$ cat src/rtl/alu_muldiv_seq.sv
// alu_muldiv_seq: iterative RV32M multiply/divide unit that sits beside the ALU.
//   Radix-2 shift-add multiply and restoring divide, one bit per clock.
//   Only one operation is in flight at a time. The result appears WIDTH+1
//   cycles after accept. Divide-by-zero and signed MIN_INT/-1 take a 1-cycle
//   bypass.
//
// Build option: define MDU_FLAGS_EN to register the Zero/Overflow flags with D.
//   When it is undefined, both flags are tied to 0.
//
// Ports
//   clk        rising-edge clock
//   rst        synchronous active-high reset
//   in_valid   operands/op valid       in_ready   unit idle, can accept
//   A, B       operands                MDsel      RV32M op select (funct3)
//   kill       abort any in-flight op, discard result
//   out_valid  D valid                 out_ready  consumer takes D
//   D          result                  Zero/Overflow  optional flags
//
// state | meaning
// IDLE  | waiting for an op, in_ready=1
// CALC  | WIDTH iterations of shift-add / restoring divide
// FIX   | sign correction and high/low select (or special-case result)
// DONE  | D valid, held until out_ready

module alu_muldiv_seq #(
  parameter int WIDTH = 32,
  parameter int CNT_W = $clog2(WIDTH) + 1
) (
  input  logic             clk,
  input  logic             rst,
  input  logic             in_valid,
  output logic             in_ready,
  input  logic [WIDTH-1:0] A,
  input  logic [WIDTH-1:0] B,
  input  logic [2:0]       MDsel,
  input  logic             kill,
  output logic             out_valid,
  input  logic             out_ready,
  output logic [WIDTH-1:0] D,
  output logic             Zero,
  output logic             Overflow
);

  localparam logic [1:0] ST_IDLE = 2'd0;
  localparam logic [1:0] ST_CALC = 2'd1;
  localparam logic [1:0] ST_FIX  = 2'd2;
  localparam logic [1:0] ST_DONE = 2'd3;

  localparam logic [2:0] OP_MUL    = 3'b000;
  localparam logic [2:0] OP_MULH   = 3'b001;
  localparam logic [2:0] OP_MULHSU = 3'b010;
  localparam logic [2:0] OP_DIV    = 3'b100;
  localparam logic [2:0] OP_REM    = 3'b110;

  localparam logic [WIDTH-1:0] MIN_INT  = {1'b1, {(WIDTH-1){1'b0}}};
  localparam logic [CNT_W-1:0] CNT_LOAD = CNT_W'(WIDTH);
  localparam logic [CNT_W-1:0] CNT_ONE  = CNT_W'(1);

  logic [1:0]       state_q, state_d;
  logic [CNT_W-1:0] cnt_q, cnt_d;
  logic [2:0]       op_q, op_d;
  logic             neg_q, neg_d;
  logic             spec_q, spec_d;
  logic [WIDTH-1:0] opnd_q, opnd_d;
  logic [WIDTH-1:0] hi_q, hi_d;
  logic [WIDTH-1:0] lo_q, lo_d;
  logic [WIDTH-1:0] d_q, d_d;

  logic             accept;
  logic             signed_a, signed_b;
  logic             neg_in;
  logic             div_zero, div_ovf;
  logic [WIDTH-1:0] a_mag, b_mag, spec_res;
  logic [WIDTH:0]   mul_sum, rem_sh, rem_diff;
  logic [2*WIDTH-1:0] prod_s;
  logic [WIDTH-1:0] quo_s, rem_s, res;

  assign in_ready  = (state_q == ST_IDLE);
  assign out_valid = (state_q == ST_DONE);
  assign D         = d_q;
  // kill has priority over a same-cycle accept
  assign accept    = in_valid & in_ready & ~kill;

  // Operand decode at accept time. The core always works on magnitudes,
  // so the sign of the result is resolved here and corrected in FIX.
  always_comb begin
    signed_a = (MDsel == OP_MUL) || (MDsel == OP_MULH) || (MDsel == OP_MULHSU) ||
               (MDsel == OP_DIV) || (MDsel == OP_REM);
    signed_b = (MDsel == OP_MUL) || (MDsel == OP_MULH) ||
               (MDsel == OP_DIV) || (MDsel == OP_REM);
    a_mag    = (signed_a && A[WIDTH-1]) ? -A : A;
    b_mag    = (signed_b && B[WIDTH-1]) ? -B : B;
    neg_in   = 1'b0;
    if (MDsel[2]) begin
      // quotient sign is the xor of the operand signs; remainder follows the dividend
      if (MDsel == OP_DIV)      neg_in = A[WIDTH-1] ^ B[WIDTH-1];
      else if (MDsel == OP_REM) neg_in = A[WIDTH-1];
    end else begin
      neg_in = (signed_a & A[WIDTH-1]) ^ (signed_b & B[WIDTH-1]);
    end
    div_zero = MDsel[2] && (B == '0);
    div_ovf  = MDsel[2] && signed_a && (A == MIN_INT) && (B == '1);
    // MDsel[1] separates REM/REMU from DIV/DIVU
    if (div_zero) spec_res = MDsel[1] ? A : '1;
    else          spec_res = MDsel[1] ? '0 : MIN_INT;
  end

  // Iteration datapath and final correction
  always_comb begin
    mul_sum  = {1'b0, hi_q} + (lo_q[0] ? {1'b0, opnd_q} : '0);
    rem_sh   = {hi_q, lo_q[WIDTH-1]};
    rem_diff = rem_sh - {1'b0, opnd_q};
    prod_s   = neg_q ? -{hi_q, lo_q} : {hi_q, lo_q};
    quo_s    = neg_q ? -lo_q : lo_q;
    rem_s    = neg_q ? -hi_q : hi_q;
    if (spec_q)        res = lo_q;
    else if (op_q[2])  res = op_q[1] ? rem_s : quo_s;
    else if (op_q == OP_MUL) res = prod_s[WIDTH-1:0];
    else               res = prod_s[2*WIDTH-1:WIDTH];
  end

  always_comb begin
    state_d = state_q;
    cnt_d   = cnt_q;
    op_d    = op_q;
    neg_d   = neg_q;
    spec_d  = spec_q;
    opnd_d  = opnd_q;
    hi_d    = hi_q;
    lo_d    = lo_q;
    d_d     = d_q;
    case (state_q)
      ST_IDLE: begin
        if (accept) begin
          op_d  = MDsel;
          neg_d = neg_in;
          hi_d  = '0;
          if (div_zero || div_ovf) begin
            // bypass: result parked in lo and released through FIX
            spec_d  = 1'b1;
            lo_d    = spec_res;
            opnd_d  = '0;
            cnt_d   = '0;
            state_d = ST_FIX;
          end else begin
            spec_d  = 1'b0;
            cnt_d   = CNT_LOAD;
            state_d = ST_CALC;
            if (MDsel[2]) begin
              lo_d   = a_mag;
              opnd_d = b_mag;
            end else begin
              lo_d   = b_mag;
              opnd_d = a_mag;
            end
          end
        end
      end
      ST_CALC: begin
        cnt_d = cnt_q - CNT_ONE;
        if (op_q[2]) begin
          // restoring divide: dividend shifts out of lo MSB, quotient bits enter at LSB
          hi_d = rem_diff[WIDTH] ? rem_sh[WIDTH-1:0] : rem_diff[WIDTH-1:0];
          lo_d = {lo_q[WIDTH-2:0], ~rem_diff[WIDTH]};
        end else begin
          // shift-add: {hi,lo} shifts right, multiplier bits leave from lo LSB
          hi_d = mul_sum[WIDTH:1];
          lo_d = {mul_sum[0], lo_q[WIDTH-1:1]};
        end
        if (cnt_q == CNT_ONE) state_d = ST_FIX;
      end
      ST_FIX: begin
        d_d     = res;
        state_d = ST_DONE;
      end
      ST_DONE: begin
        if (out_ready) state_d = ST_IDLE;
      end
      default: state_d = ST_IDLE;
    endcase
    if (kill) begin
      state_d = ST_IDLE;
      cnt_d   = '0;
      d_d     = d_q;
    end
  end

  always_ff @(posedge clk) begin
    if (rst) begin
      state_q <= ST_IDLE;
      cnt_q   <= '0;
      op_q    <= '0;
      neg_q   <= 1'b0;
      spec_q  <= 1'b0;
      opnd_q  <= '0;
      hi_q    <= '0;
      lo_q    <= '0;
      d_q     <= '0;
    end else begin
      state_q <= state_d;
      cnt_q   <= cnt_d;
      op_q    <= op_d;
      neg_q   <= neg_d;
      spec_q  <= spec_d;
      opnd_q  <= opnd_d;
      hi_q    <= hi_d;
      lo_q    <= lo_d;
      d_q     <= d_d;
    end
  end

`ifdef MDU_FLAGS_EN
  logic zero_q, ovf_q, spec_ovf_q;
  logic mul_ovf;

  // MUL overflows when the signed high half is not the sign extension of the low half
  assign mul_ovf = (op_q == OP_MUL) &&
                   (prod_s[2*WIDTH-1:WIDTH] != {WIDTH{prod_s[WIDTH-1]}});

  always_ff @(posedge clk) begin
    if (rst) begin
      zero_q     <= 1'b0;
      ovf_q      <= 1'b0;
      spec_ovf_q <= 1'b0;
    end else begin
      if (accept) spec_ovf_q <= div_ovf;
      if ((state_q == ST_FIX) && !kill) begin
        zero_q <= (res == '0);
        ovf_q  <= spec_q ? spec_ovf_q : mul_ovf;
      end
    end
  end

  assign Zero     = zero_q;
  assign Overflow = ovf_q;
`else
  assign Zero     = 1'b0;
  assign Overflow = 1'b0;
`endif

endmodule
$ cat config.mk
export PLATFORM = sky130hd
export DESIGN_NAME = alu_muldiv_seq
export DESIGN_NICKNAME = d
export VERILOG_FILES = /design/src/rtl/alu_muldiv_seq.sv
export SDC_FILE = /design/constraint.sdc
export NUM_CORES = 1
export LEC_CHECK = 0
export BUFFER_PORTS_ARGS = -buffer_cell sky130_fd_sc_hd__buf_2
export CAP_MARGIN = 20
export CORE_ASPECT_RATIO = 1.5
export CORE_MARGIN = 2
export CORE_UTILIZATION = 40
export DETAILED_ROUTE_END_ITERATION = 6
export PLACE_DENSITY_LB_ADDON = 0.1
export SLEW_MARGIN = 10
export SYNTH_ARGS = -nofsm -noshare
export SYNTH_HDL_FRONTEND = slang
export SYNTH_SLANG_ARGS = --single-unit
$ cat constraint.sdc
create_clock -name clk -period 3.4 [get_ports clk]
set_input_delay 0.51 -clock clk [delete_from_list [all_inputs] [get_ports clk]]
set_output_delay 0.51 -clock clk [all_outputs]
set_load 0.02 [all_outputs]
# ---- Yosys cells after proc, flatten, opt, wreduce, memory -nomap -nowiden
# Index checks and enable logic that the tools add are counted.
dict set report totals {
  reg_bits 141
  elab_cells 97
  output_inout_bits 36
  in_bits 72
}
dict set report classes {
  muxes 36
  n_reduce_logical 23
  n_addsub 8
  eq_ne 13
  n_bitwise 8
}
# operator n
set op_table {}
lappend op_table {{$mux 32} 21}
lappend op_table {{$neg 32->32} 4}
lappend op_table {{$pmux 32 s2} 2}
lappend op_table {{$eq 32x32->1 const B} 2}
lappend op_table {{$mux 64} 1}
lappend op_table {{$neg 64->64} 1}
lappend op_table {{$add 32x32->33} 1}
lappend op_table {{$sub 33x32->33} 1}
lappend op_table {{$logic_not 32->1} 1}
lappend op_table {{$mux 6} 2}
lappend op_table {{$pmux 6 s2} 1}
lappend op_table {{$mux 2} 4}
lappend op_table {{$pmux 2 s4} 1}
lappend op_table {{$logic_or 1x1->1} 7}
lappend op_table {{$eq 3x3->1 const B} 2}
lappend op_table {{$eq 6x1->1 const B} 1}
lappend op_table {{$logic_and 1x1->1} 6}
lappend op_table {{$logic_not 3->1} 2}
lappend op_table {{$reduce_and 2->1} 3}
lappend op_table {{$sub 6x1->6 const B} 1}
lappend op_table {{$and 1x1->1} 4}
lappend op_table {{$eq 2x2->1 const B} 2}
lappend op_table {{$mux 1} 4}
lappend op_table {{$ne 2x1->1 const B} 2}
lappend op_table {{10 further kinds} 12}

# ---- Logic depth before layout (Yosys ltp)
dict set report depth {
  depth_word 12
  ltp_mapped 14
  depth_no_buf 13
}

# ---- Worst setup path before layout
# Ideal clock, no wire load.
dict set report synth_timing {
  path_kind {flip-flop to flip-flop}
  from {register lo_q[31]}
  to {register hi_q[12]}
  t_arrival_ns 3.027
  n_path_buf 1
  setup_ns 0.122
  slack_ns 0.252
  required_time_ns 3.278
  stages_incl_launch_ff 14
  period_less_slack_ns 3.148
  cell_sequence {dfxtp_1 -> inv_1 -> ha_1 -> fa_1 -> nand2b_1 -> a21oi_1 -> o21ai_0 -> a31o_2 -> a21o_1 -> a211oi_2 -> buf_2 -> mux2i_1 -> nor2_1 -> a221o_1}
}
dict set report synth_via {
  elab_chain_len 4
}
# item line
set synth_rtl {}
lappend synth_rtl {{start: declaration} 66} ;# logic [WIDTH-1:0] lo_q, lo_d;
lappend synth_rtl {{start signal: assignment} 207} ;# lo_q <= lo_d;
lappend synth_rtl {{$sub 33x32->33} 112} ;# rem_diff = rem_sh - {1'b0, opnd_q};
lappend synth_rtl {{$mux 32} 163} ;# hi_d = rem_diff[WIDTH] ? rem_sh[WIDTH-1:0] : rem_diff[WIDTH-1:0];
lappend synth_rtl {{$mux 32} 161} ;# if (op_q[2]) begin
lappend synth_rtl {{$pmux 32 s2} 132} ;# case (state_q)
lappend synth_rtl {{end signal: assignment} 206} ;# hi_q <= hi_d;
lappend synth_rtl {{end: declaration} 65} ;# logic [WIDTH-1:0] hi_q, hi_d;
# No other way between the ends.
# A chain may end at the register's enable or synchronous reset.

# ---- Final worst setup path
dict set report layout_timing {
  from {register lo_q[0]}
  to {register hi_q[31]}
}
dict set report layout_via {
  elab_chain_len 4
}
# item line
set layout_rtl {}
lappend layout_rtl {{$mux 32} 110} ;# mul_sum = {1'b0, hi_q} + (lo_q[0] ? {1'b0, opnd_q} : '0);
lappend layout_rtl {{$add 32x32->33} 110}
lappend layout_rtl {{$mux 32} 161}
lappend layout_rtl {{$pmux 32 s2} 132}
# No other way between the ends.

==> impl_results.md <==
* Status: complete, no violations
* Number of flops mapped to enable cells by yosys at 0
* Asr flop ratio synth at 0
* YS warnings at 0
* Clock root cell: clkbuf_16
* Mux share of post-synthesis cell area at 0.0448
* Worst-margin pin slew at 0.772 ns
* XOR/XNOR share of the synthesized area at 0.102
* Final Critical Period at 3.25 ns
* Die outline width at about 160 um
* DRT Wirelength at 59600 um
* N_diodes at 0
* Area delta synth->final at 19.0%
* Syn_area_per_cell at 7.21 sq um
* RD Place Congestion at 0.956
* Layout Skew at 0.0157 ns
* Post-Synth Simple-Gate Area at 0.239
* Std-Cell Rows at 87
* Commonest cells after routing, fill and taps aside: nand2_1, buf_4, a21oi_1
* Post-synthesis cell count at 2090
* Fin cells at about 2800
* Dpl cell area at 17100 sq um
* CTS tree: built
* Final setup vio count at 0
* Required time worst endpoint at about 3.8 ns
* Leakage Power at 7.31 nW
* Hold_buf cts at 0
* Number of global-route vias before repair at about 16000
* Final HPWL DP at 47500 um
* Unique masters post-synth at 89
* Post-route DRC at 0
* Clk buf depth at 2
* Synth Cell Area at 15100 sq um
* HP Class: in -> reg
* Layout cells sized above 1 at 0.196
* Port buffer count at roughly 110
* Slew Limit Fails at 0
* Drt wl/cell at ~22 um
* Die area at 39300 sq um
* # nets final at 2411
* Critical path class: reg -> reg
* CP Data Arrival Time at 3.65 ns
* Max Cap Viol at 0
* Drt pass-1 iters at 5
* Clock transition at path regs at 0.07 ns
* Initial antenna violation count at 0
* CP endpoint kind: register
* Max FO, Critical Path at 13
* Most common flop cell mapped by yosys: dfxtp_1
* GR Util All Layers at 0.299
* Clock Latency Late Sink at 0.46 ns
* Largest net degree at the start of global routing at 84
* Final hold violations at 0
* Inserted Clock Buffers at 17
* Vias per cell at 5.96
* Largest family of logic cells by synthesized area: compound AO/OA/AOI/OAI gates
* H-tree depth at 4
* Tcrit/Tclk final at 0.955
* Placed instance count at approximately 2700
* Adder-cell share of the synthesized area at 0.0649
* Die Ht at 242 um
* Peak VDD IR at 333 uV
* Synth Register Bits at 141
* Sequential share of the synthesized area at 0.187
* Initial DRC count at 999
* Vias at 16462
* Slew HR at 0.481
* IO Pins at 108
* Overall Power at ~5.5 mW
* Post-route ant nets at 0
* Synth Area in Compound Gates at 0.299
* Commonest non-fill, non-tap cell in the layout: nand2_1
* Power Density at between 300 and 400 nW/um^2
* Design area at between 15000 and 20000 sq um
* Layout filler cell count at 3816
* CTS Sinks at 141
* FMAX at 0.308 GHz
* First-pass GRT wire length at about 90000 um
* Initial Util at 0.404
* Core area at about 37000 sq um
* RSZ-0062 raised after global routing: no
* GR Overflow Total at 0
* Startpoint types: register
* Reg2Reg Setup Slack at roughly 0.15 ns
worst max-delay path, cell delays in order, from the launching register on:
cell	delay (ns)
dfxtp_2	0.33
buf_4	0.13
clkinv_2	0.08
buf_12	0.13
buf_4	0.14
nor2_2	0.04
ha_1	0.32
and3_1	0.21
o21ai_0	0.13
a21bo_2	0.25
a311oi_2	0.25
buf_4	0.17
o211ai_1	0.16
o21bai_1	0.28
a21oi_1	0.13
a311o_1	0.34
nor2_1	0.10
Yosys cell counts, drive strengths merged, types with 24 or more instances:
library cell | count | area, sq um
nand2 | 222 | 833
a21oi | 177 | 886
o21ai | 166 | 831
nor2 | 156 | 596
dfxtp | 141 | 2820
clkbuf | 122 | 459
xnor2 | 94 | 823
xor2 | 82 | 718
ha | 75 | 938
inv | 73 | 274
nor3 | 71 | 385
nand3 | 49 | 250
mux2i | 45 | 450
a211oi | 39 | 303
o211ai | 37 | 278
buf | 36 | 201
a21o | 31 | 233
a221oi | 31 | 365
or3 | 30 | 188
nand2b | 29 | 181
nor2b | 28 | 175
nor4 | 26 | 190
o31ai | 24 | 185
or4 | 24 | 195
cells by family after synthesis:
kind of cell / count (synthesis)
adder cells (fa/ha/maj): 77
flip-flops: 141
multiplexers: 64
XOR/XNOR: 176
other: 1
buffers and inverters: 233
AND/OR/NAND/NOR: 723
AO/OA/AOI/OAI: 675
timing repair:
action / CTS / global route
cloned: 0 / 1
endpoints found under the setup margin: 12 / 30
gates resized for setup: 8 / 19
buffers inserted: 4 / 5
pin swaps: 5 / 9
per-layer routing:
layer	GRT usage	share of wire	vias to the layer above
li1	-	-	8027
met1	0.346	0.40	7830
met2	0.539	0.51	476
met3	0.0309	0.038	129
met4	0.155	0.055	0
met5	0	0	-
sequential cells by signal, summed over array words and instances (netlist names):
name,flops
D,32
cnt_q,6
hi_q,32
lo_q,32
neg_q,1
op_q,3
opnd_q,32
spec_q,1
state_q,2
layout make-up:
class / count / area (sq um) / share of cell area
Clock inverter: 14 / 170 / 0.00949
Clock buffer: 18 / 439 / 0.0245
Tap cell: 489 / 612 / 0.0341
Sequential cell: 141 / 2830 / 0.158
Inverter: 75 / 283 / 0.0158
Timing Repair Buffer: 310 / 2170 / 0.121
Multi-Input combinational cell: 1717 / 11400 / 0.638
path summary, 6_finish.rpt:
path,from,to,cells past startpoint
setup / recovery,lo_q[0],hi_q[31],16
hold / removal,MDsel[0],op_q[0],3
setup reg to reg,lo_q[0],hi_q[31],16
hold reg to reg,D[31],D[31],2
through the flow:
step,TNS [ns],util,setup slack [ns],hold slack (ns)
5_1_grt,0,0.480,0.00396,0.419
4_1_cts,0,0.477,0.00205,0.415
2_1_floorplan,0,-,0.252,0.432
3_5_place_dp,-0.416,0.459,-0.164,0.443
6_report,0,0.480,0.151,0.423
3_3_place_gp,-0.182,0.459,-0.129,0.437
where the power goes:
group / switching [mW] / internal (mW) / leakage (nW) / total (mW)
combinational: 1.02 / 0.695 / 5.87 / 1.72
sequential: 0.0773 / 1.72 / 1.15 / 1.79
clock: 0.880 / 1.13 / 0.294 / 2.01
Power figures use the tool's default switching activity.
